File: config.mk
export PLATFORM = sky130hd
export DESIGN_NAME = mem_wb_stage_reg
export DESIGN_NICKNAME = d
export VERILOG_FILES = /design/src/rtl/mem_wb_stage_reg.sv
export SDC_FILE = /design/constraint.sdc
export NUM_CORES = 1
export LEC_CHECK = 0
export ABC_AREA = 0
export CAP_MARGIN = 40
export CORE_MARGIN = 5
export CORE_UTILIZATION = 30
export DETAILED_ROUTE_END_ITERATION = 6
export PLACE_DENSITY = 0.67
export SETUP_SLACK_MARGIN = 0.2
export SYNTH_ARGS = -nofsm -noshare
export SYNTH_HDL_FRONTEND = slang
export SYNTH_SLANG_ARGS = --single-unit
File: constraint.sdc
create_clock -name clk -period 3.62 [get_ports clk]
set_input_delay 0.362 -clock clk [delete_from_list [all_inputs] [get_ports clk]]
set_output_delay 0.362 -clock clk [all_outputs]
set_load 0.03 [all_outputs]
File: src/rtl/mem_wb_stage_reg.sv
// MEM/WB pipeline register: two-deep (main + skid) valid/ready stage holding the writeback tuple.
// Define MEMWB_STALL_CNT_EN to add the saturating busywait stall counter on stall_cycles.
module mem_wb_stage_reg #(
  parameter int unsigned DATA_W = 32,
  parameter int unsigned ADDR_W = 5,
  parameter int unsigned CNT_W  = 16
) (
  input  logic              clk,
  input  logic              reset,
  input  logic              in_valid,
  output logic              in_ready,
  input  logic              mem_busywait,
  input  logic              flush,
  input  logic              in_reg_write_en,
  input  logic [ADDR_W-1:0] in_rd_addr,
  input  logic              in_mem_to_reg,
  input  logic [DATA_W-1:0] in_alu_result,
  input  logic [DATA_W-1:0] in_mem_rdata,
  output logic              out_valid,
  input  logic              wb_ready,
  output logic              out_reg_write_en,
  output logic [ADDR_W-1:0] out_rd_addr,
`ifdef MEMWB_STALL_CNT_EN
  output logic [DATA_W-1:0] out_write_data,
  output logic [CNT_W-1:0]  stall_cycles
`else
  output logic [DATA_W-1:0] out_write_data
`endif
);

  typedef enum logic [1:0] {StEmpty, StOne, StTwo} occ_e;

  occ_e r_state, w_state_next;

  logic              r_main_we,   r_skid_we;
  logic [ADDR_W-1:0] r_main_rd,   r_skid_rd;
  logic [DATA_W-1:0] r_main_data, r_skid_data;

  logic              w_accept;
  logic              w_drain;
  logic              w_cap_we;
  logic [DATA_W-1:0] w_cap_data;
  logic              w_load_main;
  logic              w_load_skid;
  logic              w_shift_skid;

  // Capture transform: x0 is never written.
  assign w_cap_we   = in_reg_write_en & (in_rd_addr != '0);
  assign w_cap_data = in_mem_to_reg ? in_mem_rdata : in_alu_result;

  assign w_accept = in_valid & in_ready & ~mem_busywait & ~flush;
  assign w_drain  = out_valid & wb_ready;

  always_ff @(posedge clk) begin
    if (reset) begin
      r_state <= StEmpty;
    end else begin
      r_state <= w_state_next;
    end
  end

  always_comb begin
    w_state_next = r_state;
    w_load_main  = 1'b0;
    w_load_skid  = 1'b0;
    w_shift_skid = 1'b0;
    if (flush) begin
      w_state_next = StEmpty;
    end else begin
      unique case (r_state)
        StEmpty: begin
          if (w_accept) begin
            w_state_next = StOne;
            w_load_main  = 1'b1;
          end
        end
        StOne: begin
          if (w_accept && w_drain) begin
            w_load_main = 1'b1;
          end else if (w_accept) begin
            w_state_next = StTwo;
            w_load_skid  = 1'b1;
          end else if (w_drain) begin
            w_state_next = StEmpty;
          end
        end
        StTwo: begin
          if (w_drain) begin
            w_state_next = StOne;
            w_shift_skid = 1'b1;
          end
        end
        default: w_state_next = StEmpty;
      endcase
    end
  end

  // in_ready depends only on registered occupancy, never on wb_ready.
  always_comb begin
    in_ready         = (r_state != StTwo);
    out_valid        = (r_state != StEmpty);
    out_reg_write_en = r_main_we & out_valid;
    out_rd_addr      = r_main_rd;
    out_write_data   = r_main_data;
  end

  always_ff @(posedge clk) begin
    if (reset) begin
      r_main_we   <= 1'b0;
      r_main_rd   <= '0;
      r_main_data <= '0;
      r_skid_we   <= 1'b0;
      r_skid_rd   <= '0;
      r_skid_data <= '0;
    end else begin
      if (w_load_main) begin
        r_main_we   <= w_cap_we;
        r_main_rd   <= in_rd_addr;
        r_main_data <= w_cap_data;
      end else if (w_shift_skid) begin
        r_main_we   <= r_skid_we;
        r_main_rd   <= r_skid_rd;
        r_main_data <= r_skid_data;
      end
      if (w_load_skid) begin
        r_skid_we   <= w_cap_we;
        r_skid_rd   <= in_rd_addr;
        r_skid_data <= w_cap_data;
      end
    end
  end

`ifdef MEMWB_STALL_CNT_EN
  logic [CNT_W-1:0] r_stall_cnt;

  // Flush deliberately leaves the count intact; only reset clears it.
  always_ff @(posedge clk) begin
    if (reset) begin
      r_stall_cnt <= '0;
    end else if (in_valid && mem_busywait && (r_stall_cnt != '1)) begin
      r_stall_cnt <= r_stall_cnt + 1'b1;
    end
  end

  assign stall_cycles = r_stall_cnt;
`else
  logic [CNT_W-1:0] w_unused_cnt;
  assign w_unused_cnt = '0;
`endif

endmodule

After elaboration in Yosys (flattened, before gate mapping) --
Cells that the tools add are included.
Storage, ports and cells: register bits 78, input port bits 77, output and inout bits 40
Cells by class: equal/unequal tests 7, mux-type cells 23, bitwise gates (word level) 8, reduce and logical (&&, ||, !) cells 7
Operators by type and width (number):
- two-way mux 32 bit | 3
- two-way mux 1 bit | 11
- two-way mux 2 bit | 5
- two-way mux 5 bit | 2
- inequality test 2 bit, second input constant | 4
- AND 1 bit | 6
- case mux 2 bit (3 select lines) | 1
- nonzero test 5 bit | 1
- AND reduction 4 bit | 1
- nonzero test 2 bit | 2
- inequality test 3 bit, second input constant | 1
- == test 2 x 1 -> 1 bit, second input constant | 1
- == test 2 bit, second input constant | 1
- zero test 2 bit | 1
- NOT 1 bit | 2
- case mux 1 bit (2 select lines) | 1
- OR reduction 2 bit | 1
- logical AND 1 bit | 1

Logic depth before layout (Yosys ltp) --
Gate-level depths: netlist (run 1).
depth after elaboration 9, gate-level depth with buffers 7

Least setup slack after synthesis (run 1) --
No wires, ideal clock.
kind flip-flop to flip-flop, start register r_state[1], end register r_main_data[1], in the netlist out_write_data[1], arrival time 1583 ps, required time 3487 ps, slack 1904 ps, stages on the path, launching flop included 7, buffers on the path 2, cell sequence dfxtp_1 -> nand2b_1 -> or3_1 -> clkbuf_1 -> buf_2 -> mux2i_1 -> a21boi_1
On the way: longest elaborated chain between the ends 9, elaborated cells between the ends (all ways) 19
RTL lines:
- start: declaration | line 33 | occ_e r_state, w_state_next;
- start signal: assignment | line 56 | r_state <= StEmpty;
- start signal: assignment | line 58 | r_state <= w_state_next;
- inequality test 2 bit * | line 100 | in_ready = (r_state != StTwo);
- named net in_ready | line 11 | output logic in_ready,
- AND 1 bit * (3 in series) | line 51 | assign w_accept = in_valid & in_ready & ~mem_busywait & ~flush;
- logical AND 1 bit | line 78 | if (w_accept && w_drain) begin
- two-way mux 1 bit | line 78
- case mux 1 bit (2 select lines) * | line 70 | unique case (r_state)
- two-way mux 1 bit * | line 67 | if (flush) begin
- two-way mux 32 bit / nonzero test 2 bit (equally long branches)
- end signal: assignment | line 119 | r_main_data <= w_cap_data;
- end signal: assignment | line 123 | r_main_data <= r_skid_data;
- end: declaration | line 37 | logic [DATA_W-1:0] r_main_data, r_skid_data;
The timed path passes the listed nets; every way through them passes the cells marked *. A chain may end at the register's enable or synchronous reset.

Worst setup path after layout (run 1) --
start input flush, end register r_skid_data[4]
On the way: longest elaborated chain between the ends 6, elaborated cells between the ends (all ways) 7
RTL lines:
- start: declaration | line 13 | input logic flush,
- NOT 1 bit | line 51
- AND 1 bit | line 51
- two-way mux 1 bit / logical AND 1 bit (equally long branches) | line 80, 78
- two-way mux 1 bit | line 78
- two-way mux 1 bit | line 70
- two-way mux 1 bit * | line 67
- end signal: assignment | line 128 | r_skid_data <= w_cap_data;
- end: declaration | line 37
Every way passes the cells marked *; elsewhere a longest branch is shown, timed or not.

==> impl_metrics.yaml, run 1 <==
clock_tree:
  ctsResizeCount: 0
  path_clk_slew_ns: 0.06
  cts_inserted_buffers: 9
  clkSinkCount: 78
  tritoncts: "yes"
  clock_path_buffers: 2
  clockRootBuffer: "clkbuf_16"
  ctsHoldBuffers: 0
  cts_setup_buffers: 0
  worst_skew_pair.late_latency_ns: 0.32
  htree_levels: 3
route:
  post-route-drc-count: 0
  first_pass_iters: 4
  drt_iter0_markers: 165
  antenna_left: 0
  routedWlPerCell_um: 15.7
  wl_mm: 9.54
  vias: 3031
  via_per_inst: 4.98
yosys:
  synth-edff-count: 0
  synthCells: 362
  synth_common_cells: "78 x dfxtp_1, 70 x mux2i_1, 44 x nor2_1"
  synth_most_common_cell: "dfxtp_1"
  ys_warn_count: 0
  synth_compound_area_share_pct: 21.5
  postSynthAreaPerCell_um2: 9.73
  ys_ff_latch: 78
  synth_seq_area_share_pct: 44.3
  synth_top_family_by_area: "compound AO/OA/AOI/OAI gates"
  ys_types: 26
  synthAdderAreaFrac_pct: 0
  synth-main-ff-cell: "dfxtp_1"
  synthTopCellsByArea: "dfxtp_1 44%, mux2i_1 20%, a211oi_1 6.8%"
  syn_nets: 439
  synthSimpleGateAreaFrac_pct: 8.88
  synth_xor_area_share_pct: 0
  netlist.area_leader.share_pct: 44.3
  netlist_area_mm2: 0.00352
  async_flop_share_pct: 0
  yosysTopAreaCell: "dfxtp_1"
  muxShareOfSynthArea_pct: 20.5
pwr:
  p_int_uw: 1740
  p_seq_share_pct: 40.0
  sw_frac_of_total_pct: 22.4
  netSwitchingPower_uw: 503
  power_density_mw_per_mm2: 436
  p_leak_uw: 0.00182
  peakVddDrop_mv: 0.241
  clockPowerShare_pct: 46.1
  pwr-share-comb_pct: 13.8
timing:
  setup_slack_ns: 1.35
  fin_skew_ns: 0.00631
  setup_viol: 0
  rsz0062_at_grt: "false"
  tightestPinTransition_ns: 0.928
  fin_crit_ns: 2.27
  slew_headroom_pct: 37.9
  whs_ns: 0.475
  hold_viol_final: 0
  fmax_mhz: 441
  report.final.slew_viol_count: 0
  post-route-period-util_pct: 62.6
  fin_tns_setup_ns: 0
finish:
  nets: 538
  fill_cells: 1110
  diodes: 0
  fin_cells: 609
  final_cell_area_mm2: 0.00515
  area_growth_pct: 46.3
  final_layout_size_suffix_gt1_share_pct: 7.30
setup_path:
  required_ns: 3.85
  cp_max_fo: 32
  cp_cell_sequence: "clkdlybuf4s50_1 > nor4b_4 > nor2b_4 > buf_4 > nor2_1 > a211oi_1"
  crit_buf_inv: 2
  cp.arrival_ns: 2.49
  cp-start-kind: "input port"
  critPathTopFamily: "buffers and inverters"
  worstSetupEndpointType: "register"
  slowest_delay_ns: 0.56
  critPathKind: "input port to register"
  critPathSlowestCell: "clkdlybuf4s50_1"
global_routing:
  antenna_found_initial: 0
  overflow: 0
  grt_max_degree: 45
  grt_use_total_pct: 13.3
  grt_pass1_vias: 2990
  grt_pass1_wl_mm: 15.4
die:
  initial_utilization_pct: 30.7
  rows: 39
  die_y_um: 118
  core_mm2: 0.0115
  fp.dieW_um: 118
  die_area_mm2: 0.0140
  ios: 117
place:
  numPlacedInstances: 593
  port_buffers: 116
  gp_congestion: 0.753
  place_hpwl_mm: 6.75
  dpl_cell_area_mm2: 0.00480
  pre_cts_ws_ns: 1.00
job:
  maxCapViolCount: 0
worst_hold_path:
  hold_class: "register to register"
outcome:
  status: "complete, no violations"
## area by class of cell
cell class,count,area (um^2),area share (%)
Sequential cell,78,1560,30.3
Multi-Input combinational cell,246,1810,35.2
Clock buffer,11,243,4.71
Inverter,1,3.75,0.0729
Tap cell,143,179,3.47
Clock inverter,5,106,2.07
Timing Repair Buffer,125,1240,24.1
## sequential cells by signal (all words and copies together), names as in the netlist
register	cells
r_skid_we	1
r_skid_data	32
r_state	2
r_skid_rd	5
out_rd_addr	5
r_main_we	1
out_write_data	32
## worst min-delay path, stage by stage, from the launching register on
cell and delay, ns:
dfxtp_1 0.31, nand2_1 0.05, a311oi_1 0.07
## kinds of logic (layout without fill, tap and decap cells)
kind of cell,Yosys count,count (layout)
mux,72,72
compound gates,105,105
flops,78,78
simple gates,69,69
buf+inv,38,142
## routing by layer
metal	GRT usage, %	part of all wire (%)	vias up
met4	3.23	0.73	0
li1	-	-	1534
met5	0	0	-
met3	4.44	6.4	7
met1	16.6	45	1400
met2	22.2	48	90
## power by group through the flow
stage,combinational (uW),clock [uW],sequential (uW)
final,310,1040,899
after global routing,334,1100,902
after CTS,315,1060,899
after detailed placement,314,0,918
after global placement,305,0,918
after floorplan,109,0,958
## path summary, 6_finish.rpt
| path | cells after the start | slack, ns | end | startpoint |
|---|---|---|---|---|
| setup / recovery | 6 | 1.35 | r_skid_data[4] | flush |
| hold / removal | 2 | 0.48 | out_rd_addr[4] | r_skid_rd[4] |
| setup reg to reg | 5 | 1.55 | r_skid_data[4] | r_state[1] |
| hold reg to reg | 2 | 0.48 | out_rd_addr[4] | r_skid_rd[4] |
## placed cells by master (no fill, tap or decap), types with 2 or more instances in the layout
cell type	Yosys	final
a211oi_1	32	32
a21boi_1	32	32
a311oi_1	6	6
a31oi_1	32	32
buf_12	0	2
buf_2	9	2
buf_4	3	7
bufinv_16	0	3
clkbuf_16	0	9
clkdlybuf4s50_1	0	114
dfxtp_1	78	78
mux2_2	2	2
mux2i_1	70	70
nand2_1	13	12
nand2b_1	3	2
nor2_1	44	44
## through the flow
| stage | total power [uW] | utilization, % |
|---|---|---|
| 2_1_floorplan | 1070 | - |
| 6_report | 2250 | 44.9 |
| 3_5_place_dp | 1230 | 41.9 |
| 5_1_grt | 2340 | 44.9 |
| 3_3_place_gp | 1220 | 41.5 |
| 4_1_cts | 2270 | 44.9 |
No activity file was read; power rests on OpenSTA's default activity.
==> inputs of run 2 (changes only) <==
Clock period 3.62 ns to 2.1 ns, I/O delays scaled along.
==> impl_metrics.yaml, run 2 (same netlist as run 1, synthesis figures left out) <==
setup_path:
  slowest_delay_ns: 0.60
  required_ns: 1.89
  cp-start-kind: "register"
  timing.rr.end: "out_write_data[31]"
  worstSetupEndpointType: "output pin"
  cp_cell_sequence: "or2_2 > clkdlybuf4s50_1"
  rr_startpoint: "r_state[1]"
  r2r_slack_ns: 0.38
  critPathKind: "register to output pin"
  cp_max_fo: 6
  cp.arrival_ns: 1.61
  rr_worst_depth: 4
  critPathSlowestCell: "clkdlybuf4s50_1"
pwr:
  p_seq_share_pct: 43.2
  pwr-share-comb_pct: 15.0
  netSwitchingPower_uw: 920
  p_int_uw: 2660
  sw_frac_of_total_pct: 25.7
  clockPowerShare_pct: 41.8
  finalPower_uw: 3580
  power_density_mw_per_mm2: 695
  peakVddDrop_mv: 0.385
  p_leak_uw: 0.00182
clock_tree:
  cts_inserted_buffers: 9
  htree_levels: 3
  worst_skew_pair.late_latency_ns: 0.33
  ctsHoldBuffers: 0
  cts_setup_buffers: 0
  path_clk_slew_ns: 0.06
  clockRootBuffer: "clkbuf_16"
  clkSinkCount: 78
  clock_path_buffers: 2
  tritoncts: "yes"
route:
  wl_mm: 9.45
  first_pass_iters: 4
  vias: 3101
  antenna_left: 0
  drt_iter0_markers: 164
  post-route-drc-count: 0
  via_per_inst: 5.07
  routedWlPerCell_um: 15.4
finish:
  diodes: 0
  layout_commonest_cell: "clkdlybuf4s50_1"
  final_core_util_pct: 44.9
  final_cell_mix: "112 x clkdlybuf4s50_1, 78 x dfxtp_1, 70 x mux2i_1"
  nets: 541
  area_growth_pct: 46.4
  final_layout_size_suffix_gt1_share_pct: 8.10
  final_cell_area_mm2: 0.00515
worst_hold_path:
  hold_class: "input port to register"
  min-delay-start: "reset"
  hold_path_end: "r_skid_data[20]"
  worstHoldPathCells: 2
global_routing:
  antenna_found_initial: 0
  grt_use_total_pct: 13.5
  grt_pass1_wl_mm: 15.7
  overflow: 0
  grt_pass1_vias: 3079
  grt_max_degree: 52
timing:
  setup_viol: 0
  fmax_mhz: 548
  post-route-period-util_pct: 86.8
  fin_tns_setup_ns: 0
  rsz0062_at_grt: "false"
  setup_slack_ns: 0.277
  report.final.slew_viol_count: 0
  fin_crit_ns: 1.82
  slew_headroom_pct: 61.4
  hold_viol_final: 0
  fin_skew_ns: 0.0102
  tightestPinTransition_ns: 0.580
place:
  gp_congestion: 0.791
  port_buffers: 116
  dpl_cell_area_mm2: 0.00486
  pre_cts_ws_ns: 0.156
  place_hpwl_mm: 6.67
die:
  die_area_mm2: 0.0140
  rows: 39
  ios: 117
  initial_utilization_pct: 30.7
  core_mm2: 0.0115
  fp.dieW_um: 118
  die_y_um: 118
outcome:
  status: "complete, no violations"
job:
  maxCapViolCount: 0
==> run 2: cell count changes in the layout (fill, tap and decap cells not counted) <==
cell,before,now
clkinv_4,1,0
buf_12,2,5
inv_8,0,1
clkdlybuf4s50_1,114,112
bufinv_16,3,0
dlymetal6s2s_1,0,1
dlygate4sd2_1,0,1
inv_6,0,3
clkbuf_1,1,0
clkinvlp_4,1,2
==> run 2: per-layer routing <==
metal | share of wire [%] | GRT usage, % | wire [um] | up-vias
met5 | 0 | 0 | 0 | -
met4 | 0.84 | 3.08 | 79 | 0
met3 | 6.3 | 4.15 | 597 | 8
met2 | 48 | 22.3 | 4550 | 104
met1 | 45 | 17.4 | 4230 | 1441
li1 | - | - | - | 1548
==> run 2: final cells by class <==
class / count / area (um^2)
inverters: 1 / 3.75
repair buffers: 128 / 1310
fillers: 1079 / 6310
clock inverters: 6 / 52.6
clock buffers: 10 / 239
flip-flops and latches: 78 / 1560
multi-input cells: 246 / 1810
well taps: 143 / 179
==> run 2: power by group through the flow <==
stage,registers (uW),clock network (uW),logic (uW)
2_1_floorplan,1650,0,188
3_3_place_gp,1580,0,533
3_5_place_dp,1580,0,543
4_1_cts,1550,1540,544
5_1_grt,1550,1610,577
6_report,1550,1500,537
==> run 2: how the worst max path moves through the flow <==
stage               slack, ns  depth (start not counted)    startpoint                  to
floorplan                0.38                          6    r_state[1]   out_write_data[1]
global placement         0.15                          7  mem_busywait      out_rd_addr[3]
detailed placement       0.16                          5      wb_ready  out_write_data[31]
CTS                      0.24                          2    r_state[0]            in_ready
global route             0.21                          2    r_state[1]           out_valid
finish                   0.28                          2    r_state[1]           out_valid
==> run 2: what timing repair did <==
action                     in CTS  in global routing
setup endpoints to repair       1                  1
gates resized for setup         1                  1
pin swaps                       0                  0
hold endpoints to repair        0                  0
==> run 2: critical path: cells and delay by family, from the launching register on <==
| family | cells | cell delay (ns) |
|---|---|---|
| buffers and inverters | 1 | 0.60 |
| flip-flops | 1 | 0.37 |
| AND/OR/NAND/NOR | 1 | 0.32 |
==> run 2: metrics by stage <==
step                hold WS, ns  std cells
CTS                       0.444        612
detailed placement        0.472        596
global route              0.476        612
floorplan                 0.287        362
finish                    0.440        612
global placement          0.469        596
